File: config.mk
export PLATFORM = sky130hd
export DESIGN_NAME = rv32_instr_encoder_loader
export DESIGN_NICKNAME = d
export VERILOG_FILES = /design/src/rtl/rv32_enc_pkg.sv /design/src/rtl/rv32_field_encoder.sv /design/src/rtl/rv32_instr_encoder_loader.sv
export SDC_FILE = /design/constraint.sdc
export NUM_CORES = 1
export LEC_CHECK = 0
export BUFFER_PORTS_ARGS = -buffer_cell sky130_fd_sc_hd__buf_4
export CELL_PAD_IN_SITES_DETAIL_PLACEMENT = 1
export CELL_PAD_IN_SITES_GLOBAL_PLACEMENT = 2
export CORE_UTILIZATION = 26
export CTS_CLUSTER_SIZE = 20
export DETAILED_ROUTE_END_ITERATION = 10
export GPL_TIMING_DRIVEN = 0
export PLACE_DENSITY = 0.87
export SETUP_SLACK_MARGIN = 0.05
export SYNTH_ARGS = -nofsm -noshare
export SYNTH_HDL_FRONTEND = slang
export SYNTH_SLANG_ARGS = --single-unit
File: constraint.sdc
create_clock -name clk -period 2.53 [get_ports clk]
set_clock_uncertainty 0.1 [all_clocks]
set_input_delay 0.506 -clock clk [delete_from_list [all_inputs] [get_ports clk]]
set_output_delay 0.506 -clock clk [all_outputs]
set_load 0.02 [all_outputs]
File: src/rtl/rv32_enc_pkg.sv
// Shared opcode constants, field bundle and loader state type for the RV32I encoder/loader.
package rv32_enc_pkg;

  localparam logic [6:0] OP_R      = 7'b0110011;
  localparam logic [6:0] OP_IMM    = 7'b0010011;
  localparam logic [6:0] OP_LOAD   = 7'b0000011;
  localparam logic [6:0] OP_JALR   = 7'b1100111;
  localparam logic [6:0] OP_SYS    = 7'b1110011;
  localparam logic [6:0] OP_STORE  = 7'b0100011;
  localparam logic [6:0] OP_BRANCH = 7'b1100011;
  localparam logic [6:0] OP_LUI    = 7'b0110111;
  localparam logic [6:0] OP_AUIPC  = 7'b0010111;
  localparam logic [6:0] OP_JAL    = 7'b1101111;

  localparam logic [2:0] F3_SLL = 3'b001;
  localparam logic [2:0] F3_SRX = 3'b101;

  typedef enum logic [1:0] {
    IDLE   = 2'd0,
    ACCEPT = 2'd1,
    WRITE  = 2'd2,
    DONE   = 2'd3
  } state_e;

  typedef struct packed {
    logic [6:0]  op;
    logic [4:0]  rd;
    logic [4:0]  rs1;
    logic [4:0]  rs2;
    logic [2:0]  funct3;
    logic [6:0]  funct7;
    logic [31:0] imm;
  } fields_t;

  // Shift-immediates carry funct7 in the upper immediate bits instead of imm[11:5].
  function automatic logic is_shift_imm(input logic [6:0] op, input logic [2:0] funct3);
    return (op == OP_IMM) && ((funct3 == F3_SLL) || (funct3 == F3_SRX));
  endfunction

endpackage

File: src/rtl/rv32_field_encoder.sv
// Combinational RV32I field packer. With ILLEGAL_OP_CHK_EN defined it also flags unlisted opcodes;
// otherwise unlisted opcodes fall through to the R-format packing.
module rv32_field_encoder
  import rv32_enc_pkg::*;
(
  input  fields_t     fields_i,
`ifdef ILLEGAL_OP_CHK_EN
  output logic        legal_o,
`endif
  output logic [31:0] word_o
);

  logic [31:0] imm;
  logic [6:0]  op;

  assign imm = fields_i.imm;
  assign op  = fields_i.op;

  always_comb begin
    word_o = {fields_i.funct7, fields_i.rs2, fields_i.rs1, fields_i.funct3, fields_i.rd, op};
    unique case (op)
      OP_R: ;
      OP_IMM, OP_LOAD, OP_JALR, OP_SYS: begin
        if (is_shift_imm(op, fields_i.funct3))
          word_o = {fields_i.funct7, imm[4:0], fields_i.rs1, fields_i.funct3, fields_i.rd, op};
        else
          word_o = {imm[11:0], fields_i.rs1, fields_i.funct3, fields_i.rd, op};
      end
      OP_STORE:
        word_o = {imm[11:5], fields_i.rs2, fields_i.rs1, fields_i.funct3, imm[4:0], op};
      OP_BRANCH:
        word_o = {imm[12], imm[10:5], fields_i.rs2, fields_i.rs1, fields_i.funct3,
                  imm[4:1], imm[11], op};
      OP_LUI, OP_AUIPC:
        word_o = {imm[31:12], fields_i.rd, op};
      OP_JAL:
        word_o = {imm[20], imm[10:1], imm[11], imm[19:12], fields_i.rd, op};
      default: ;
    endcase
  end

`ifdef ILLEGAL_OP_CHK_EN
  always_comb begin
    legal_o = 1'b0;
    unique case (op)
      OP_R, OP_IMM, OP_LOAD, OP_JALR, OP_SYS,
      OP_STORE, OP_BRANCH, OP_LUI, OP_AUIPC, OP_JAL: legal_o = 1'b1;
      default: legal_o = 1'b0;
    endcase
  end
`endif

endmodule

File: src/rtl/rv32_instr_encoder_loader.sv
// Sequential loader: encodes accepted field tuples and writes them to consecutive instruction-memory words.
// Optional ILLEGAL_OP_CHK_EN drops unlisted opcodes and raises a sticky err instead of writing them.
//
// state  | meaning
// IDLE   | after reset, waiting for start
// ACCEPT | in_ready high, waiting for a tuple
// WRITE  | mem_we strobe for the captured word, count advances
// DONE   | session finished (last tuple or DEPTH reached), waiting for start
module rv32_instr_encoder_loader
  import rv32_enc_pkg::*;
#(
  parameter int ADDR_W = 8,
  parameter int DEPTH  = 256
) (
  input  logic              clk,
  input  logic              rst,
  input  logic              start,
  input  logic              in_valid,
  output logic              in_ready,
  input  logic              in_last,
  input  logic [6:0]        in_op,
  input  logic [4:0]        in_rd,
  input  logic [4:0]        in_rs1,
  input  logic [4:0]        in_rs2,
  input  logic [2:0]        in_funct3,
  input  logic [6:0]        in_funct7,
  input  logic [31:0]       in_imm,
  output logic              mem_we,
  output logic [ADDR_W-1:0] mem_addr,
  output logic [31:0]       mem_wdata,
  output logic              busy,
  output logic              done,
  output logic              overflow,
`ifdef ILLEGAL_OP_CHK_EN
  output logic              err,
`endif
  output logic [ADDR_W:0]   count
);

  localparam logic [ADDR_W:0] DEPTH_C = (ADDR_W+1)'(DEPTH);
  localparam logic [ADDR_W:0] ONE_C   = (ADDR_W+1)'(1);

  state_e              state_q;
  logic                in_ready_q;
  logic                mem_we_q;
  logic [ADDR_W-1:0]   mem_addr_q;
  logic [31:0]         mem_wdata_q;
  logic                busy_q;
  logic                done_q;
  logic                overflow_q;
  logic [ADDR_W:0]     count_q;
  logic [ADDR_W:0]     count_d;
  logic                last_q;

  fields_t             fields;
  logic [31:0]         word;
  logic                op_ok;

  assign fields = '{op: in_op, rd: in_rd, rs1: in_rs1, rs2: in_rs2,
                    funct3: in_funct3, funct7: in_funct7, imm: in_imm};

`ifdef ILLEGAL_OP_CHK_EN
  logic err_q;
  logic legal;

  rv32_field_encoder u_enc (
    .fields_i (fields),
    .legal_o  (legal),
    .word_o   (word)
  );

  assign op_ok = legal;
  assign err   = err_q;
`else
  rv32_field_encoder u_enc (
    .fields_i (fields),
    .word_o   (word)
  );

  assign op_ok = 1'b1;
`endif

  assign count_d = count_q + ONE_C;

  always_ff @(posedge clk) begin
    if (!rst) begin
      state_q     <= IDLE;
      in_ready_q  <= 1'b0;
      mem_we_q    <= 1'b0;
      mem_addr_q  <= '0;
      mem_wdata_q <= '0;
      busy_q      <= 1'b0;
      done_q      <= 1'b0;
      overflow_q  <= 1'b0;
      count_q     <= '0;
      last_q      <= 1'b0;
`ifdef ILLEGAL_OP_CHK_EN
      err_q       <= 1'b0;
`endif
    end else begin
      mem_we_q <= 1'b0;
      unique case (state_q)
        IDLE, DONE: begin
          if (start) begin
            state_q    <= ACCEPT;
            in_ready_q <= 1'b1;
            busy_q     <= 1'b1;
            done_q     <= 1'b0;
            overflow_q <= 1'b0;
            count_q    <= '0;
`ifdef ILLEGAL_OP_CHK_EN
            err_q      <= 1'b0;
`endif
          end
        end
        ACCEPT: begin
          if (in_valid && in_ready_q) begin
            if (op_ok) begin
              state_q     <= WRITE;
              in_ready_q  <= 1'b0;
              mem_we_q    <= 1'b1;
              mem_addr_q  <= count_q[ADDR_W-1:0];
              mem_wdata_q <= word;
              last_q      <= in_last;
            end else begin
              // Dropped tuple: nothing written, but a last tuple still closes the session.
`ifdef ILLEGAL_OP_CHK_EN
              err_q <= 1'b1;
`endif
              if (in_last) begin
                state_q    <= DONE;
                in_ready_q <= 1'b0;
                busy_q     <= 1'b0;
                done_q     <= 1'b1;
              end
            end
          end
        end
        WRITE: begin
          count_q <= count_d;
          if (last_q || (count_d == DEPTH_C)) begin
            state_q    <= DONE;
            busy_q     <= 1'b0;
            done_q     <= 1'b1;
            overflow_q <= !last_q;
          end else begin
            state_q    <= ACCEPT;
            in_ready_q <= 1'b1;
          end
        end
        default: begin
          state_q    <= IDLE;
          in_ready_q <= 1'b0;
          busy_q     <= 1'b0;
        end
      endcase
    end
  end

  assign in_ready  = in_ready_q;
  assign mem_we    = mem_we_q;
  assign mem_addr  = mem_addr_q;
  assign mem_wdata = mem_wdata_q;
  assign busy      = busy_q;
  assign done      = done_q;
  assign overflow  = overflow_q;
  assign count     = count_q;

endmodule
==> results_dict.tcl <==
set metrics [dict create \
    worstPathArrival_ns 2.24 \
    grt_max_degree 11 \
    slew_violations 0 \
    dp_hpwl_mm 8.50 \
    hold_violations 0 \
    min_path_type "input pin to flip-flop" \
    synth_flop_cell "dfxtp_1" \
    whs_ns 0.347 \
    fmax_mhz 463 \
    drt_iter0_drc 101 \
    cts_root_buffer "clkbuf_16" \
    coreArea_mm2 0.0109 \
    ff2ff_path_depth 7 \
    yosys.area_share.xor_xnor_pct 0.297 \
    antenna_found_initial 0 \
    final_util_pct 39.2 \
    dp.cells 630 \
    rows 38 \
    layoutNonFillerInstCount 646 \
    finalPower_mw 2.47 \
    whs_endpoint "mem_wdata[22]" \
    cts-buffers-inserted 9 \
    layout_min_cycle_time_ns 2.16 \
    synth.area.mux_share_pct 6.66 \
    synth_most_common_cell "dfxtp_1" \
    io_pins 123 \
    rrSetupSlack_ns 0.37 \
    worst_pin_slew_ns 0.787 \
    r2r-start "state_q[0]" \
    netSwitchingFraction_pct 28.4 \
    hold_depth 3 \
    cts_tree "done" \
    ys_top_cells_by_area "dfxtp_1 (39%), nand2_1 (7.0%), a21oi_1 (6.1%)" \
    power_frac_clock_pct 44.1 \
    post_cts_buffers 0 \
    clk_pin_slew_ns 0.06 \
    ys_async_sr_fraction_pct 0 \
    top_usage_layer "met2" \
    vdd_drop_max_mv 0.349 \
    grt_pass1_vias 3417 \
    critPathCaptureType "flip-flop" \
    ant_nets 0 \
    leakage_nw 1.77 \
    yosys_warnings 0 \
    worstSkewPairLatency_ns 0.32 \
    grt_first_pass_wirelength_mm 17.7 \
    use_met2_pct 35.0 \
    use_met3_pct 3.07 \
    synth_area_mm2 0.00295 \
    drt-vias-per-instance 5.13 \
    max_cap_violations 0 \
    route.detailed.drc 0 \
    synth.net_count 443 \
    synthSimpleGateAreaFrac_pct 20.1 \
    clock-sinks 57 \
    rsz0062_at_grt "no" \
    setup_viol 0 \
    fin_ws_ns 0.371 \
    post_synth_num_cell_types 53 \
    portBuffers 119 \
    die_area_mm2 0.0118 \
    placed_cell_area_mm2 0.00402 \
    yosysTopAreaCellShare_pct 38.7 \
    setup_tns_ns 0 \
    synth_top_family_by_area "compound AO/OA/AOI/OAI gates" \
    start_util_pct 27.0 \
    met1_usage_pct 23.7 \
    drive_above_1_share_pct 32.6 \
    wl_mm 11.1 \
    worstPathRequired_ns 2.61 \
    slew-limit-headroom_pct 47.2 \
    synthAdderAreaFrac_pct 1.27 \
    die_y_um 108 \
    synth.ff_latch_count 57 \
    ys_seq_area_share_pct 38.7 \
    seqPwrFrac_pct 38.8 \
    start_kind "flip-flop" \
    netlist_instances 371 \
    track_usage_pct 19.7 \
    htree_levels 3 \
    status "complete, no violations" \
    die_w_um 108 \
    first_pass_iters 4 \
    post-route-period-util_pct 85.3 \
    synth_commonest_cells "dfxtp_1 (57), nand2_1 (55), a21oi_1 (36)" \
    overflow 0 \
    diodes 0 \
    p_per_area_mw_per_mm2 578 \
    yosys.area.top_type "dfxtp_1" \
    area_growth_pct 45.2 \
    dr_total_vias 3316 \
    cts.path.max_buffers 2 \
    post-place-ws_ns 0.233 \
    synth_compound_area_share_pct 26.7 \
    syn_avg_cell_area_um2 7.95 \
    synth_edf_count 0 \
    postLayoutCellArea_mm2 0.00428 \
    hold_start "in_imm[2]" \
    p_int_mw 1.77 \
    routabilityCongestion 0.842 \
    reg2reg_to "count[4]" \
    path_class "flip-flop to flip-flop" \
    wl_per_cell_um 17.1 \
    switchingPower_uw 704 \
    nets 573 \
    pwr-share-comb_pct 17.0 \
    cp_max_fo 10 \
]
flip-flops by register name, indices dropped and copies added, names as in the netlist:
| name | flops |
|---|---|
| mem_addr | 8 |
| count | 9 |
| last_q | 1 |
| mem_we | 1 |
| overflow | 1 |
| in_ready | 1 |
| mem_wdata | 32 |
| state_q | 2 |
| done | 1 |
| busy | 1 |
power by group through the flow:
stage	registers, mW	logic (mW)	clock network, mW
2_1_floorplan	1.01	0.182	0
3_3_place_gp	0.978	0.414	0
3_5_place_dp	0.979	0.426	0
4_1_cts	0.961	0.427	1.11
5_1_grt	0.965	0.464	1.15
6_report	0.961	0.421	1.09
layer usage:
layer	vias to the layer above	wire length [µm]
li1	1598	-
met3	22	437
met4	0	269
met5	-	0
met1	1602	4650
met2	94	5720
final cells by class:
type / count / area [µm²]
Fill cell: 1353 / 6650
Clock buffer: 10 / 229
Inverter: 7 / 26.3
Sequential cell: 57 / 1140
Buffer: 33 / 158
Clock inverter: 6 / 35.0
Timing Repair Buffer: 119 / 893
Tap cell: 140 / 175
Multi-Input combinational cell: 274 / 1620
logic make-up after synthesis:
family          count (synthesis)
simple gates                  129
buf+inv                        40
flops                          57
xor+xnor                        1
mux                            19
compound gates                122
fa+ha+maj                       3
cell usage in the layout, fill, tap and decap left out, types with 3 or more instances in the layout:
master	instances
mux2_2	5
a22oi_1	5
a221oi_1	10
nor3_1	7
o211ai_1	4
a31oi_1	7
nand2_1	55
buf_4	120
inv_1	6
nand3_1	8
buf_2	11
a211oi_1	13
o21ai_0	29
a21oi_1	36
nor2_1	34
mux2i_1	14
and3_1	3
ha_1	3
clkbuf_1	19
clkinv_2	4
nand4b_1	3
dfxtp_1	57
clkbuf_16	9
critical path, cell delays in order (launching register included):
cell      delay [ns]
dfxtp_1         0.37
inv_1           0.06
ha_1            0.36
nand2b_1        0.09
clkbuf_1        0.30
o21ai_1         0.37
o21ai_0         0.26
a21oi_1         0.10
how the worst max path moves through the flow:
stage | start | endpoint | slack [ns] | depth (start not counted)
2_1_floorplan | count[0] | busy | 0.53 | 7
3_3_place_gp | in_op[2] | mem_wdata[7] | 0.31 | 7
3_5_place_dp | state_q[1] | last_q | 0.23 | 8
4_1_cts | state_q[1] | mem_wdata[5] | 0.20 | 8
5_1_grt | state_q[1] | mem_wdata[31] | 0.10 | 7
6_report | state_q[0] | count[4] | 0.37 | 7
repair_timing:
| action | in CTS | in global routing |
|---|---|---|
| hold buffers | 0 | 0 |
| endpoints found under the hold margin | 0 | 0 |
| endpoints found under the setup margin | 0 | 3 |
| resized for setup | 0 | 2 |
(Power assumes the default switching activity.)
